### src/rtl/controlador_lcd.sv
// rtl/controlador_lcd.sv - HD44780 16x2 LCD controller: power-on init, then continuous "Tiempo: CDUs" refresh
//
// Ports:
//   clk          system clock
//   rst          asynchronous reset, active high
//   mostrar_cen  hundreds character word {RS, byte}
//   mostrar_dec  tens character word {RS, byte}
//   mostrar_uni  units character word {RS, byte}
//   rs           LCD register select (word bit 8)
//   rw           LCD read/write, always write (0)
//   en           LCD enable strobe
//   data         LCD 8-bit data bus (word bits 7:0)
//   listo        high once the init sequence has completed
//   trama        one-cycle pulse at the end of every refresh frame
//
// Every word is written with the same three phases: SETUP (1 cycle, bus
// changes, en low), STROBE (EN_CYC cycles, en high), HOLD (CMD_CYC cycles,
// or CLR_CYC after the clear-display command). All outputs are registered.

module controlador_lcd #(
    parameter int PWR_CYC = 1_000_000,
    parameter int EN_CYC  = 25,
    parameter int CMD_CYC = 2_000,
    parameter int CLR_CYC = 82_000
) (
    input  logic       clk,
    input  logic       rst,
    input  logic [8:0] mostrar_cen,
    input  logic [8:0] mostrar_dec,
    input  logic [8:0] mostrar_uni,
    output logic       rs,
    output logic       rw,
    output logic       en,
    output logic [7:0] data,
    output logic       listo,
    output logic       trama
);

    // One shared wait counter sized for the longest wait of any kind.
    localparam int MAX_AB  = (PWR_CYC > CLR_CYC) ? PWR_CYC : CLR_CYC;
    localparam int MAX_CD  = (CMD_CYC > EN_CYC) ? CMD_CYC : EN_CYC;
    localparam int MAX_CYC = (MAX_AB > MAX_CD) ? MAX_AB : MAX_CD;
    localparam int CNT_W   = $clog2(MAX_CYC + 1);

    localparam logic [CNT_W-1:0] PWR_LAST = CNT_W'(PWR_CYC - 1);
    localparam logic [CNT_W-1:0] EN_LAST  = CNT_W'(EN_CYC - 1);
    localparam logic [CNT_W-1:0] CMD_LAST = CNT_W'(CMD_CYC - 1);
    localparam logic [CNT_W-1:0] CLR_LAST = CNT_W'(CLR_CYC - 1);

    localparam logic [8:0] CMD_CLEAR  = 9'h001;
    localparam logic [8:0] CMD_LINE1  = 9'h080;
    localparam logic [3:0] INIT_LAST  = 4'd3;
    localparam logic [3:0] FRAME_LAST = 4'd12;

    typedef enum logic [1:0] {
        PWR_WAIT = 2'd0,
        INIT     = 2'd1,
        FRAME    = 2'd2
    } state_t;

    typedef enum logic [1:0] {
        SETUP  = 2'd0,
        STROBE = 2'd1,
        HOLD   = 2'd2
    } phase_t;

    state_t           state;
    phase_t           phase;
    logic [CNT_W-1:0] cnt;
    logic [3:0]       idx;
    logic [3:0]       idx_next;
    logic [CNT_W-1:0] hold_last;

    // Digit snapshot taken at the start of each frame so a frame never mixes
    // old and new digits.
    logic [8:0] snap_cen;
    logic [8:0] snap_dec;
    logic [8:0] snap_uni;

    assign rw       = 1'b0;
    assign idx_next = idx + 4'd1;

    // The word currently on the bus decides how long its HOLD lasts.
    assign hold_last = ({rs, data} == CMD_CLEAR) ? CLR_LAST : CMD_LAST;

    function automatic logic [8:0] init_word(input logic [3:0] i);
        logic [8:0] w;
        case (i)
            4'd0:    w = 9'h038;  // 8-bit bus, 2 lines, 5x8 font
            4'd1:    w = 9'h00C;  // display on, cursor off
            4'd2:    w = 9'h006;  // entry mode: increment, no shift
            default: w = 9'h001;  // clear display
        endcase
        return w;
    endfunction

    function automatic logic [8:0] frame_word(
        input logic [3:0] i,
        input logic [8:0] c,
        input logic [8:0] d,
        input logic [8:0] u
    );
        logic [8:0] w;
        case (i)
            4'd0:    w = CMD_LINE1;
            4'd1:    w = 9'h154;  // 'T'
            4'd2:    w = 9'h169;  // 'i'
            4'd3:    w = 9'h165;  // 'e'
            4'd4:    w = 9'h16D;  // 'm'
            4'd5:    w = 9'h170;  // 'p'
            4'd6:    w = 9'h16F;  // 'o'
            4'd7:    w = 9'h13A;  // ':'
            4'd8:    w = 9'h120;  // ' '
            4'd9:    w = c;
            4'd10:   w = d;
            4'd11:   w = u;
            default: w = 9'h173;  // 's'
        endcase
        return w;
    endfunction

    always_ff @(posedge clk or posedge rst) begin
        if (rst) begin
            state    <= PWR_WAIT;
            phase    <= SETUP;
            cnt      <= '0;
            idx      <= '0;
            rs       <= 1'b0;
            data     <= 8'h00;
            en       <= 1'b0;
            listo    <= 1'b0;
            trama    <= 1'b0;
            snap_cen <= 9'h130;
            snap_dec <= 9'h130;
            snap_uni <= 9'h130;
        end else begin
            trama <= 1'b0;

            case (state)
                PWR_WAIT: begin
                    en <= 1'b0;
                    if (cnt == PWR_LAST) begin
                        cnt          <= '0;
                        state        <= INIT;
                        phase        <= SETUP;
                        idx          <= '0;
                        {rs, data}   <= init_word(4'd0);
                    end else begin
                        cnt <= cnt + 1'b1;
                    end
                end

                INIT, FRAME: begin
                    case (phase)
                        SETUP: begin
                            phase <= STROBE;
                            en    <= 1'b1;
                            cnt   <= '0;
                        end

                        STROBE: begin
                            if (cnt == EN_LAST) begin
                                phase <= HOLD;
                                en    <= 1'b0;
                                cnt   <= '0;
                            end else begin
                                cnt <= cnt + 1'b1;
                            end
                        end

                        HOLD: begin
                            if (cnt == hold_last) begin
                                cnt   <= '0;
                                phase <= SETUP;
                                if (state == INIT) begin
                                    if (idx == INIT_LAST) begin
                                        // Init done: first frame starts right away.
                                        state      <= FRAME;
                                        listo      <= 1'b1;
                                        idx        <= '0;
                                        {rs, data} <= CMD_LINE1;
                                        snap_cen   <= mostrar_cen;
                                        snap_dec   <= mostrar_dec;
                                        snap_uni   <= mostrar_uni;
                                    end else begin
                                        idx        <= idx_next;
                                        {rs, data} <= init_word(idx_next);
                                    end
                                end else begin
                                    if (idx == FRAME_LAST) begin
                                        // Frame complete: flag it and restart at line 1.
                                        trama      <= 1'b1;
                                        idx        <= '0;
                                        {rs, data} <= CMD_LINE1;
                                        snap_cen   <= mostrar_cen;
                                        snap_dec   <= mostrar_dec;
                                        snap_uni   <= mostrar_uni;
                                    end else begin
                                        idx        <= idx_next;
                                        {rs, data} <= frame_word(idx_next, snap_cen,
                                                                 snap_dec, snap_uni);
                                    end
                                end
                            end else begin
                                cnt <= cnt + 1'b1;
                            end
                        end

                        default: begin
                            phase <= SETUP;
                            en    <= 1'b0;
                            cnt   <= '0;
                        end
                    endcase
                end

                default: begin
                    state <= PWR_WAIT;
                    phase <= SETUP;
                    en    <= 1'b0;
                    cnt   <= '0;
                end
            endcase
        end
    end

endmodule

### config.mk
export PLATFORM = sky130hd
export DESIGN_NAME = controlador_lcd
export DESIGN_NICKNAME = d
export VERILOG_FILES = /design/src/rtl/controlador_lcd.sv
export SDC_FILE = /design/constraint.sdc
export NUM_CORES = 1
export LEC_CHECK = 0
export ABC_CLOCK_PERIOD_IN_PS = 2950
export CAP_MARGIN = 0
export CORE_MARGIN = 2
export CORE_UTILIZATION = 50
export DETAILED_ROUTE_END_ITERATION = 10
export PLACE_DENSITY = 0.72
export SLEW_MARGIN = 10
export SYNTH_ARGS = -nofsm -noshare
export SYNTH_HDL_FRONTEND = slang
export SYNTH_SLANG_ARGS = --single-unit
### constraint.sdc
create_clock -name clk -period 2.95 [get_ports clk]
set_clock_uncertainty 0.05 [all_clocks]
set_input_delay 0.59 -clock clk [delete_from_list [all_inputs] [get_ports clk]]
set_output_delay 0.59 -clock clk [all_outputs]
set_load 0.02 [all_outputs]
==> results of run 1 <==
## synthesized netlist by cell type (2+ instances only)
cell type	instances	share of area
nor2b_1	3	0.0048
ha_1	13	0.042
a21oi_1	13	0.017
dfrtp_1	58	0.37
buf_6	3	0.0087
o221ai_1	2	0.0045
nand2b_1	6	0.0097
clkbuf_1	14	0.014
a2bb2oi_1	4	0.0090
mux2i_1	2	0.0052
o31ai_1	3	0.0058
mux2_2	30	0.087
nand4_1	6	0.0097
xor2_1	11	0.025
a22oi_1	7	0.014
o21ai_0	24	0.031
inv_1	20	0.019
and2_1	3	0.0048
dfstp_2	9	0.061
o211ai_1	5	0.0097
nand2_1	40	0.039
and3_1	4	0.0065
nand3_1	14	0.018
nor3_1	6	0.0078
xnor2_1	12	0.027
nor2_1	47	0.046
o22ai_1	2	0.0032
a222oi_1	3	0.0078
nor4_1	6	0.0097
## layer usage
layer / GRT usage / wire, um
met1: 0.300 / 4120
met2: 0.367 / 4170
met3: 0.0337 / 370
met4: 0.0784 / 144
met5: 0 / 0
## power groups by stage
stage / registers [W] / clock network (W) / logic, W
floorplan: 0.000936 / 0 / 0.0000157
global placement: 0.000936 / 0 / 0.0000595
detailed placement: 0.000936 / 0 / 0.0000604
CTS: 0.000918 / 0.000968 / 0.0000604
global route: 0.000918 / 0.00100 / 0.0000651
finish: 0.000918 / 0.000955 / 0.0000585
## cells by family (layout without fill, tap and decap cells)
logic type,count (synthesis),count (layout),share of synthesized area
xor gates and xnor gates,23,23,0.0520
muxes,33,33,0.0953
DFF,67,67,0.436
adders and majority gates,13,13,0.0420
and+or+nand+nor,147,147,0.182
other,1,1,0.000968
AOI/OAI and AO/OA,79,79,0.146
buffers and inverters,40,83,0.0459
## cells in the final DEF, fill, tap and decap left out, drive strengths merged, types with 7 or more instances in the layout
master / instances
ha: 13
nor3: 7
nand3: 14
nor2: 47
mux2: 31
clkdlybuf4s50: 40
nand2: 41
inv: 21
o21ai: 25
a22oi: 7
clkbuf: 9
xnor2: 12
buf: 7
dfrtp: 58
a21oi: 13
dfstp: 9
xor2: 11
## worst max-delay path by stage
stage                     cells after the start          end  slack (ps)   start
after floorplan                               7  snap_dec[0]         470  idx[0]
after global placement                        6       idx[2]         450  cnt[7]
after detailed placement                      6       idx[0]         320  cnt[7]
after CTS                                     6       idx[0]         290  cnt[7]
after global routing                          7       idx[0]         110  cnt[0]
final                                         6       idx[0]         290  cnt[7]
## worst max-delay path, delay by kind of cell, from the launching register on
family | cells | cell delay (ps)
AND/OR/NAND/NOR | 3 | 1190
AO/OA/AOI/OAI | 3 | 910
flip-flops | 1 | 430
## through the flow
step | hold WS [ps] | worst slack [ps] | cell area [um^2]
2_1_floorplan | 400 | 471 | 3870
3_3_place_gp | 405 | 448 | 4360
3_5_place_dp | 410 | 316 | 4360
4_1_cts | 429 | 292 | 4610
5_1_grt | 467 | 110 | 4610
6_report | 420 | 287 | 4610
## cell type report
type,count,share of cell area
multi-input cells,296,0.435
flip-flops and latches,67,0.366
repair buffers,47,0.101
well taps,102,0.0277
clock buffers,9,0.0269
clock inverters,7,0.0269
inverters,20,0.0163
## registers in the layout (all words and copies together) (netlist names)
name,count
en,1
state,2
rs,1
listo,1
idx,4
trama,1
cnt,20
snap_uni,9
snap_dec,9
data,8
snap_cen,9
phase,2
==> results_dict.tcl, run 1 <==
set metrics [dict create \
    status "finished, final reports clean" \
    drt_iter0_drc 248 \
    drive_above_1_share 0.155 \
    synth_area_um2 3870 \
    worstHoldStart "listo" \
    ir_drop_mv 0.275 \
    cp_cell_sequence "or3_1 -> or4_4 -> o31ai_4 -> o211ai_1 -> nand2b_1 -> o21ai_0" \
    cts_tree "built" \
    rr_endpoint "idx[0]" \
    clock.fmax_ghz 0.375 \
    ff2ff_path_depth 6 \
    io_buffer_count 40 \
    post-route-period-util 0.903 \
    drv_slew 0 \
    cts_max_path_buffers 2 \
    placed_cells 532 \
    synth-edff-count 0 \
    r2r_setup_slack_ps 290 \
    synth_cell_types 62 \
    numClockSinks 67 \
    grt-ovfl-total 0 \
    cp-start-kind "register" \
    worstSetupEndpointType "register" \
    stdcell_count 548 \
    final_core_util 0.606 \
    combPwrFrac 0.030 \
    n_antenna_cell 0 \
    grt_pass1_vias 3184 \
    synth_area_per_cell_um2 9.61 \
    min-delay-path-class "reg -> reg" \
    r2r_start "cnt[7]" \
    grtUsageTotal 0.222 \
    register_area_um2 1690 \
    yosysWarnings 0 \
    pwr-share-clk 0.494 \
    ys.flop_type "dfrtp_1" \
    multi_input_area_um2 2010 \
    finalPower_w 0.00193 \
    path_max_fanout 15 \
    synth_seq_cells 67 \
    cts_root_buf "clkbuf_8" \
    nets 483 \
    cp.arrival_ps 2880 \
    die_area_um2 8470 \
    rows 32 \
    setup_viol 0 \
    antenna_found_initial 0 \
    cp.required_ps 3160 \
    dr.pass1.iters 7 \
    die_h_um 92.0 \
    cts_buffers 9 \
    worst_path_largest_cell_delay_ps 470 \
    p_leak_nw 1.97 \
    coreArea_um2 7610 \
    htree_levels 3 \
    slowest_stage "or4_4" \
    tightestPinTransition_ps 985 \
    drtAntennaViolNets 0 \
    hold_buffers 0 \
    critPathKind "reg -> reg" \
    hold_path_depth 2 \
    max_cap_viol_count 0 \
    finalHoldViolCount 0 \
    rsz0062_at_grt "no" \
    hpwl_mm 6.19 \
    num_io_pins 42 \
    grt_first_pass_wirelength_mm 14.9 \
    synth_cells 403 \
    cellInternalPower_w 0.00152 \
    globalplace.congestion 0.934 \
    ys_seq_area_frac 0.436 \
    start_util 0.509 \
    die_w_um 92.0 \
    syn-num-nets 445 \
    synthToLayoutAreaGrowth_pct 19.1 \
    power_switching_w 0.000411 \
    cts.clk_slew.worst_paths_ps 80 \
    drt-total-wl_mm 8.81 \
    min_to "listo" \
    wire_per_inst_um 16.1 \
    num-fill-cells 653 \
    tns_ps 0 \
    grt_max_degree 41 \
    power.density_nw_per_um2 419 \
    routed_via_density 5.77 \
    clock_latency_ps 350 \
    num_vias 3161 \
    postCtsSetupBuffers 0 \
    slew_headroom 0.340 \
    ys_async_sr_fraction 1.00 \
    ctsResizeCount 0 \
    period_needed_ps 2660 \
    power_frac_seq 0.475 \
    drc 0 \
    switching_share 0.213 \
]
Note: power is estimated with default switching activity, not from simulation.
==> run 2, diff against run 1 <==
- CORE_MARGIN: 2 -> default
==> results_dict.tcl, run 2 (same netlist as run 1, synthesis figures left out) <==
set metrics [dict create \
    io_buffer_count 40 \
    power.density_nw_per_um2 385 \
    cts.clk_slew.worst_paths_ps 80 \
    path_max_fanout 15 \
    drive_above_1_share 0.157 \
    status "finished, final reports clean" \
    cts_max_path_buffers 2 \
    r2r_setup_slack_ps 310 \
    antenna_found_initial 0 \
    grt-ovfl-total 0 \
    wire_per_inst_um 15.6 \
    coreArea_um2 7370 \
    power_frac_seq 0.522 \
    grtUsageTotal 0.227 \
    grt_pass1_vias 2963 \
    largest_reg_flops 20 \
    die_h_um 90.0 \
    grt_max_degree 41 \
    drc 0 \
    start_util 0.526 \
    cts_buffers 9 \
    drv_slew 0 \
    combPwrFrac 0.033 \
    final_common_cell "dfrtp_1" \
    num_vias 3040 \
    p_leak_nw 1.95 \
    final_area_um2 4570 \
    power_switching_w 0.000412 \
    cts_tree "built" \
    rows 31 \
    max_cap_viol_count 0 \
    rr_endpoint "idx[0]" \
    dr.pass1.iters 4 \
    ctsResizeCount 0 \
    worst_slack_ps 310 \
    r2r_start "cnt[7]" \
    worstSetupEndpointType "register" \
    regMostFlops "cnt" \
    grt_first_pass_wirelength_mm 15.0 \
    n_antenna_cell 0 \
    stdcell_count 546 \
    cp.required_ps 3160 \
    die_w_um 90.0 \
    post-place-ws_ps 323 \
    switching_share 0.234 \
    critPathKind "reg -> reg" \
    drtAntennaViolNets 0 \
    placed_cells 530 \
    cp.arrival_ps 2850 \
    clock_latency_ps 340 \
    hpwl_mm 6.04 \
    num_io_pins 42 \
    worstHoldStart "listo" \
    tns_ps 0 \
    placed_area_um2 4370 \
    ir_drop_mv 0.358 \
    cts_root_buf "clkbuf_8" \
    hold_path_depth 2 \
    numClockSinks 67 \
    clock.fmax_ghz 0.379 \
    finalHoldViolCount 0 \
    slew_headroom 0.343 \
    postCtsSetupBuffers 0 \
    mostFrequentLayoutCells "58 x dfrtp_1, 47 x nor2_1, 40 x nand2_1, 40 x clkdlybuf4s50_1, 30 x mux2_2" \
    htree_levels 3 \
    ff2ff_path_depth 6 \
    die_area_um2 8100 \
    drt-total-wl_mm 8.50 \
    cellInternalPower_w 0.00135 \
    synthToLayoutAreaGrowth_pct 17.9 \
    cp-start-kind "register" \
    pwr-share-clk 0.445 \
    nets 484 \
    drt_iter0_drc 248 \
    post-route-period-util 0.895 \
    setup_viol 0 \
    rsz0062_at_grt "no" \
    hold_buffers 0 \
    routed_via_density 5.57 \
    min_to "listo" \
    globalplace.congestion 0.928 \
    tightestPinTransition_ps 982 \
    min-delay-path-class "reg -> reg" \
    final_core_util 0.620 \
    period_needed_ps 2640 \
]
## run 2: per-stage QoR
stage	power [W]	hold WS, ps
finish	0.00176	413
global route	0.00182	453
CTS	0.00177	419
detailed placement	0.000996	400
global placement	0.000995	399
floorplan	0.000952	400
## run 2: final cells by class
| class | instances | area, um^2 |
|---|---|---|
| sequential | 67 | 1690 |
| clock buffer | 9 | 124 |
| clock inverter | 7 | 75.1 |
| timing repair buffer | 48 | 473 |
| inverter | 20 | 75.1 |
| multi-input combinational | 296 | 2010 |
| tap | 99 | 124 |
| fill | 638 | 2800 |
## run 2: worst max path at each step
stage | from | to | slack [ps] | cells past startpoint
3_5_place_dp | cnt[7] | idx[0] | 320 | 6
2_1_floorplan | idx[0] | snap_dec[0] | 470 | 7
6_report | cnt[7] | idx[0] | 310 | 6
4_1_cts | cnt[7] | idx[0] | 310 | 6
3_3_place_gp | cnt[7] | idx[2] | 440 | 6
5_1_grt | cnt[7] | idx[2] | 170 | 6
## run 2: power groups by stage
stage	clock, W	combinational, W	sequential [W]
after floorplan	0	0.0000157	0.000936
after global placement	0	0.0000593	0.000936
after detailed placement	0	0.0000603	0.000936
after CTS	0.000796	0.0000604	0.000918
after global routing	0.000838	0.0000661	0.000918
final	0.000784	0.0000582	0.000918
## run 2: critical path: stages, from the launching register on
cell	delay [ps]
dfrtp_1	420
or3_1	400
or4_4	470
o31ai_4	300
o211ai_1	460
nand2b_1	310
o21ai_0	160
## run 2: routing by layer
metal	vias up	routed length (um)	track usage
met5	-	0	0
met1	1456	4230	0.343
met4	0	51	0.0497
met3	5	429	0.0440
li1	1505	-	-
met2	74	3790	0.337
